==> src/rtl/bcd_stopwatch.sv <==
`default_nettype none
// ============================================================================
//  Module      : bcd_stopwatch
//  Description : Parametrised BCD elapsed-time counter with start/stop/clear
//                control and a choice of wrap or saturate on overflow.
//                A prescaler divides clk down to TICK_HZ. Each prescaler wrap
//                advances a DIGITS-wide BCD count.
//  Option      : define BCD_STOPWATCH_LAP_EN to build the lap-capture
//                register. Without it, lap is ignored and lap_digits is 0.
//  Ports       : clk        - system clock
//                rst        - asynchronous active-low reset
//                start      - begin / resume counting
//                stop       - pause counting
//                clear      - return to zero / idle (highest priority)
//                lap        - capture current count (lap option only)
//                digits     - BCD count, digit 0 in [3:0]
//                lap_digits - captured count
//                running    - high while counting
//                tick       - one-cycle pulse when digits changes
//                overflow   - sticky, set when the count passes all-nines
//  Revision    : 1.0 - initial release
// ============================================================================
module bcd_stopwatch #(
    parameter int CLK_HZ  = 50_000_000,
    parameter int TICK_HZ = 10,
    parameter int DIGITS  = 3,
    parameter int SAT     = 0
) (
    input  logic                  clk,
    input  logic                  rst,
    input  logic                  start,
    input  logic                  stop,
    input  logic                  clear,
    input  logic                  lap,
    output logic [4*DIGITS-1:0]   digits,
    output logic [4*DIGITS-1:0]   lap_digits,
    output logic                  running,
    output logic                  tick,
    output logic                  overflow
);

    localparam int DIV = CLK_HZ / TICK_HZ;
    localparam int PW  = (DIV > 1) ? $clog2(DIV) : 1;
    localparam int DW  = 4 * DIGITS;
    localparam logic [PW-1:0] PRESC_LAST = PW'(DIV - 1);

    generate
        if ((DIV < 2) || ((CLK_HZ % TICK_HZ) != 0)) begin : g_bad_div
            $error("bcd_stopwatch: CLK_HZ/TICK_HZ must be an integer >= 2");
        end
        if ((DIGITS < 1) || (DIGITS > 8)) begin : g_bad_digits
            $error("bcd_stopwatch: DIGITS must be in 1..8");
        end
    endgenerate

    typedef enum logic [1:0] {
        ST_IDLE  = 2'd0,
        ST_RUN   = 2'd1,
        ST_PAUSE = 2'd2,
        ST_DONE  = 2'd3
    } state_t;

    state_t          state_q, state_d;
    logic [PW-1:0]   presc_q, presc_d;
    logic [DW-1:0]   digits_q, digits_d;
    logic            tick_q, tick_d;
    logic            ovf_q, ovf_d;
    logic            running_q, running_d;

    logic [DW-1:0]   digits_inc;
    logic            inc_carry;
    logic            all_nines;
    logic            presc_wrap;

    // Ripple BCD increment: a digit advances only when every lower digit is
    // 9. A carry out of the top digit means the count was all-nines.
    always_comb begin
        inc_carry  = 1'b1;
        digits_inc = digits_q;
        for (int k = 0; k < DIGITS; k++) begin
            if (inc_carry) begin
                if (digits_q[4*k +: 4] == 4'd9) begin
                    digits_inc[4*k +: 4] = 4'd0;
                end else begin
                    digits_inc[4*k +: 4] = digits_q[4*k +: 4] + 4'd1;
                    inc_carry            = 1'b0;
                end
            end
        end
        all_nines = inc_carry;
    end

    always_comb begin
        state_d    = state_q;
        presc_d    = presc_q;
        digits_d   = digits_q;
        ovf_d      = ovf_q;
        tick_d     = 1'b0;
        presc_wrap = (state_q == ST_RUN) && (presc_q == PRESC_LAST);

        if (clear) begin
            state_d  = ST_IDLE;
            presc_d  = '0;
            digits_d = '0;
            ovf_d    = 1'b0;
        end else begin
            // The prescaler runs only in RUN, so a pause keeps the partial period.
            if (state_q == ST_RUN) begin
                presc_d = presc_wrap ? '0 : presc_q + 1'b1;
            end

            // stop outranks start. A stop in IDLE still suppresses start.
            case (state_q)
                ST_IDLE:  if (start && !stop) state_d = ST_RUN;
                ST_RUN:   if (stop)           state_d = ST_PAUSE;
                ST_PAUSE: if (start && !stop) state_d = ST_RUN;
                default:  state_d = state_q;
            endcase

            // The increment lands on the same edge as a stop. Saturation
            // overrides the pause because DONE can only be left via clear.
            if (presc_wrap) begin
                if (!all_nines) begin
                    digits_d = digits_inc;
                    tick_d   = 1'b1;
                end else if (SAT != 0) begin
                    ovf_d   = 1'b1;
                    state_d = ST_DONE;
                end else begin
                    digits_d = digits_inc;
                    ovf_d    = 1'b1;
                    tick_d   = 1'b1;
                end
            end
        end

        running_d = (state_d == ST_RUN);
    end

    always_ff @(posedge clk or negedge rst) begin
        if (!rst) begin
            state_q   <= ST_IDLE;
            presc_q   <= '0;
            digits_q  <= '0;
            tick_q    <= 1'b0;
            ovf_q     <= 1'b0;
            running_q <= 1'b0;
        end else begin
            state_q   <= state_d;
            presc_q   <= presc_d;
            digits_q  <= digits_d;
            tick_q    <= tick_d;
            ovf_q     <= ovf_d;
            running_q <= running_d;
        end
    end

    assign digits   = digits_q;
    assign running  = running_q;
    assign tick     = tick_q;
    assign overflow = ovf_q;

`ifdef BCD_STOPWATCH_LAP_EN
    logic [DW-1:0] lap_q, lap_d;

    // Captures the count held before the edge, not the value being written.
    always_comb begin
        lap_d = lap_q;
        if (clear) begin
            lap_d = '0;
        end else if (lap) begin
            lap_d = digits_q;
        end
    end

    always_ff @(posedge clk or negedge rst) begin
        if (!rst) begin
            lap_q <= '0;
        end else begin
            lap_q <= lap_d;
        end
    end

    assign lap_digits = lap_q;
`else
    logic lap_unused;
    assign lap_unused = lap;
    assign lap_digits = '0;
`endif

endmodule
`default_nettype wire

==> config.mk <==
export PLATFORM = sky130hd
export DESIGN_NAME = bcd_stopwatch
export DESIGN_NICKNAME = d
export VERILOG_FILES = /design/src/rtl/bcd_stopwatch.sv
export SDC_FILE = /design/constraint.sdc
export NUM_CORES = 1
export LEC_CHECK = 0
export BUFFER_PORTS_ARGS = -buffer_cell sky130_fd_sc_hd__buf_2
export CAP_MARGIN = 30
export CELL_PAD_IN_SITES_DETAIL_PLACEMENT = 1
export CELL_PAD_IN_SITES_GLOBAL_PLACEMENT = 1
export CORE_MARGIN = 4
export CORE_UTILIZATION = 35
export CTS_BUF_LIST = sky130_fd_sc_hd__clkbuf_4 sky130_fd_sc_hd__clkbuf_8 sky130_fd_sc_hd__clkbuf_16
export CTS_CLUSTER_SIZE = 25
export DETAILED_ROUTE_END_ITERATION = 10
export PLACE_DENSITY_LB_ADDON = 0.1
export SYNTH_ARGS = -nofsm -noshare
export SYNTH_HDL_FRONTEND = slang
export SYNTH_SLANG_ARGS = --single-unit
==> constraint.sdc <==
create_clock -name clk -period 6.4 [get_ports clk]
set_input_delay 0.64 -clock clk [delete_from_list [all_inputs] [get_ports clk]]
set_output_delay 0.64 -clock clk [all_outputs]
set_load 0.05 [all_outputs]
# After elaboration in Yosys (flattened, before gate mapping)
# Cells that the tools add are included.
# totals
n_memories,0
input_bits,6
reg_bits,40
ramBits,0
output_inout_bits,27
romBits,0
latch_bits,0
word_cells,56
# classes
multipliers,0
shift,0
mux,24
n_addsub,4
eq_ne,7
n_reduce_logical,13
n_bitwise,0
div_mod_pow,0
magnitude_cmp,0
# op_table
op,n
$mux W23,3
$mux W12,2
$add A23 B1 Y23 const B,1
$eq A23 B23 Y1 const B,1
$mux W4,5
$add A4 B1 Y4 const B,3
$eq A4 B4 Y1 const B,3
$mux W1,10
$reduce_bool A2 Y1,5
$mux W2,3
$reduce_and A2 Y1,3
$eq A2 B1 Y1 const B,2
$pmux W2 S2,1
$eq A2 B2 Y1 const B,1
$logic_and A1 B1 Y1,2
$logic_not A2 Y1,1
$reduce_or A2 Y1,1
$logic_not A1 Y1,1

# Logic depth before layout (Yosys ltp)
# logic_depth
depth_word,7
mapped_depth,8
mapped_depth_nobuf,7

# Worst setup path after synthesis
# Ideal clock, no wire load.
# synth_path
path_kind,register to register
from,reg digits_q[0] (netlist: digits[0])
to,reg digits_q[7] (netlist: digits[7])
setup_ns,0.122
setup_slack_ns,3.879
required_time_ns,6.278
period_less_slack_ns,2.521
arrival_time_ns,2.399
stages_incl_launch_ff,7
n_path_buf,0
cell_sequence,dfrtp_1 ha_1 nand2_1 or2_2 nor4_2 o21ai_0 a32o_1
# synth_via
elab_chain_len,4
# synth_rtl
item,line_no,text
"start, declared",65,"logic [DW-1:0] digits_q, digits_d;"
"start signal, assigned",151,digits_q <= digits_d;
$eq A4 B4 Y1,82,if (digits_q[4*k +: 4] == 4'd9) begin
$mux W1,82,
$reduce_bool A2 Y1 (no source line),-,
$reduce_and A2 Y1 (no source line),-,
# No other way between the ends.
# A chain may end at the register's enable or synchronous reset.

# Worst setup path after layout
# layout_path
from,reg presc_q[0]
to,reg presc_q[14]
# layout_via
elab_chain_len,5
elab_cells_between_ends,6
classes_between,1 x add/sub; 1 x eq/ne; 3 x mux; 1 x reduce/logical
# layout_rtl
item,line_no,text
"start, declared",64,"logic [PW-1:0] presc_q, presc_d;"
"start signal, assigned",150,presc_q <= presc_d;
"parallel branches: the longest is 2 deep, another holds $add A23 B1 Y23",-,
$mux W23 *,109,presc_d = presc_wrap ? '0 : presc_q + 1'b1;
$mux W23 *,108,if (state_q == ST_RUN) begin
$mux W23 *,101,if (clear) begin
# Mark *: on every way between the ends. The select of a mux whose other input is x is not followed.

==> results.toml <==
[cts]
clkTransAtPathRegs_ns = 0.08
clock_sinks = 40
htree_levels = 2
post-cts-setup-buffers = 0
insertion_delay_ns = 0.30
numCtsBuffers = 5
root_buffer = "clkbuf_8"
cts_buffer_depth = 2
ctsHoldBuffers = 0
cts_resized = 0
cts_tree = "done"

[synth]
synth_cells = 259
synth-main-ff-cell = "dfrtp_1"
ys_warn_count = 0
ys_ff_latch = 40
ys_types = 45
syn_avg_cell_area_um2 = 8.96
yosysSeqAreaShare_pct = 43.1
synth_edf_count = 0
ys_async_sr_fraction_pct = 100
netlist_area_um2 = 2320

[drt]
wl_per_cell_um = 16.0
drc = 0
drt_iter0_markers = 75
postRouteAntennaNets = 0
first_pass_iters = 4
routed_wl_um = 5670
via_count = 1895
viasPerCell = 5.34

[flow_run]
max_cap_violations = 0

[global_route]
grt_pass1_vias = 1956
grt_pass1_wl_um = 9880
overflow = 0
grt_max_degree = 27
antenna_found_initial = 0
track_usage_pct = 16.2

[timing]
rsz0062_at_grt = "false"
max-slew-margin-rel_pct = 35.1
fmax_mhz = 423
worstMarginPinSlew_ns = 0.965
period_needed_ns = 2.36
skew_ns = 0.00911
hold_viol = 0
fin_crit_sh_pct = 36.9
final_max_slew_viol_count = 0
setup_viol = 0
fin_tns_setup_ns = 0
fin_hold_ws_ns = 0.256

[pwr]
clockPowerShare_pct = 36.6
power.total_uw = 461
swShare_pct = 26.8
power_frac_seq_pct = 55.4
p_sw_uw = 124
p_leak_nw = 1.11
p_comb_share_pct = 8.1
cell_internal_pwr_uw = 337
vdd_drop_max_v = 0.0000878
power_density_nw_per_um2 = 182

[setup_path]
cp-start-kind = "register"
rr_startpoint = "presc_q[0]$_DFFE_PN0P_"
worstPathRequired_ns = 6.56
cp_max_fo = 19
crit_type = "register to register"
critPathArrivalTime_ns = 2.53
critPathLaunch = "presc_q[0]$_DFFE_PN0P_"
cp-end-kind = "register"

[run_status]
status = "complete, no violations"

[floorplan]
start_util_pct = 36.3
rows = 29
core_um2 = 6390
die_w_um = 89.4
die_h_um = 89.4
ioPinCount = 33
die_area_um2 = 7990

[cells_and_area]
area_growth_syn_to_layout_pct = 9.44
final_nets = 291
finish.utilization_pct = 39.8
fin_cells = 355
n_antenna_cell = 0
post_route_cells_drive_above_1_share_pct = 12.9

[place]
hpwl_um = 4070
port_buffers = 19
place_congestion = 0.782
dp_cells = 348

[min_path]
min_path_type = "input pin to asynchronous set/reset pin"
[per-layer routing]
metal / up-vias / part of all wire (%) / global-route usage [%]
met5: - / 0 / 0
met4: 0 / 1.4 / 5.68
li1: 917 / - / -
met3: 8 / 2.6 / 2.86
met2: 28 / 46 / 24.7
met1: 942 / 50 / 23.0
[final cells by class]
| type | instances | area [um^2] |
|---|---|---|
| Clock inverter | 1 | 5.00 |
| Tap cell | 77 | 96.3 |
| Timing Repair Buffer | 21 | 123 |
| Sequential cell | 40 | 1000 |
| Multi-Input combinational cell | 206 | 1220 |
| Fill cell | 764 | 3850 |
| Inverter | 4 | 15.0 |
| Clock buffer | 6 | 76.3 |
[path summary, 6_finish.rpt]
check                                               end  slack [ns]  cells past startpoint
worst min-delay path             presc_q[4]$_DFFE_PN0P_        0.26                      1
max in group asynchronous       presc_q[19]$_DFFE_PN0P_        5.67                      2
min in group clk                      running$_DFF_PN0_        0.52                      2
worst max-delay path            presc_q[14]$_DFFE_PN0P_        4.04                      6
worst max register to register  presc_q[14]$_DFFE_PN0P_        4.04                      6
worst min register to register     overflow$_DFFE_PN0P_        0.55                      2
[power by group through the flow]
stage               clock network, mW  registers [mW]  logic, mW
global placement                    0           0.260     0.0363
floorplan                           0           0.261     0.0306
finish                          0.168           0.255     0.0372
global route                    0.191           0.256     0.0411
CTS                             0.176           0.255     0.0381
detailed placement                  0           0.260     0.0381
[through the flow]
step	cell area, um^2	worst slack [ns]
after floorplan	2360	3.88
after global placement	2430	3.75
after detailed placement	2460	3.78
after CTS	2540	4.01
after global routing	2540	3.84
final	2540	4.04
[registers in the layout, summed over array words and instances (netlist names)]
name and count:
digits 12, state_q 2, running 1, tick 1, presc_q 23, overflow 1
[worst max-delay path: stages (launching register included)]
cell     delay (ns)
dfrtp_1        0.42
ha_1           0.21
and4b_2        0.32
nand2_1        0.12
or4_1          0.67
nand2_2        0.39
nor2_1         0.10
[placed cells by master, fill, tap and decap left out, drive strengths merged, types with 2 or more instances in the layout]
master / synthesis / routed
ha: 7 / 7
o21ai: 5 / 5
inv: 3 / 3
nor3: 10 / 10
and2: 2 / 2
a31o: 3 / 3
nor4b: 5 / 5
mux2i: 5 / 5
dfrtp: 40 / 40
nor3b: 2 / 2
nand2: 25 / 25
nand2b: 3 / 3
or3: 2 / 2
nor2: 44 / 44
conb: 1 / 12
clkinv: 1 / 2
or2: 2 / 2
nor4: 7 / 7
nor4bb: 2 / 2
clkbuf: 5 / 6
nand4: 6 / 6
xor2: 8 / 8
and3: 7 / 7
buf: 15 / 21
a21oi: 8 / 8
nor2b: 4 / 4
and4: 2 / 2
xnor2: 11 / 11
nand3: 12 / 12
[cells in the mapped netlist, drive strengths merged, types with 3 or more instances]
cell type	number	area share, %
a21oi	8	1.7
a31o	3	1.1
and3	7	1.9
buf	15	4.5
clkbuf	5	0.81
dfrtp	40	43
ha	7	3.8
inv	3	0.49
mux2i	5	2.2
nand2	25	4.2
nand2b	3	0.81
nand3	12	2.6
nand4	6	1.6
nor2	44	7.1
nor2b	4	1.1
nor3	10	2.2
nor4	7	2.2
nor4b	5	1.9
o21ai	5	1.1
xnor2	11	4.2
xor2	8	3.0
[cell families (layout without fill, tap and decap cells)]
group | count (synthesis) | after routing | synth area share, %
adder cells (fa/ha/maj) | 7 | 7 | 3.78
XOR/XNOR | 19 | 19 | 7.17
flip-flops | 40 | 40 | 43.1
buffers and inverters | 24 | 32 | 5.93
multiplexers | 5 | 5 | 2.16
AO/OA/AOI/OAI | 25 | 25 | 7.07
other | 1 | 12 | 0.162
AND/OR/NAND/NOR | 138 | 138 | 30.6
Note: power is estimated with default switching activity, not from simulation.
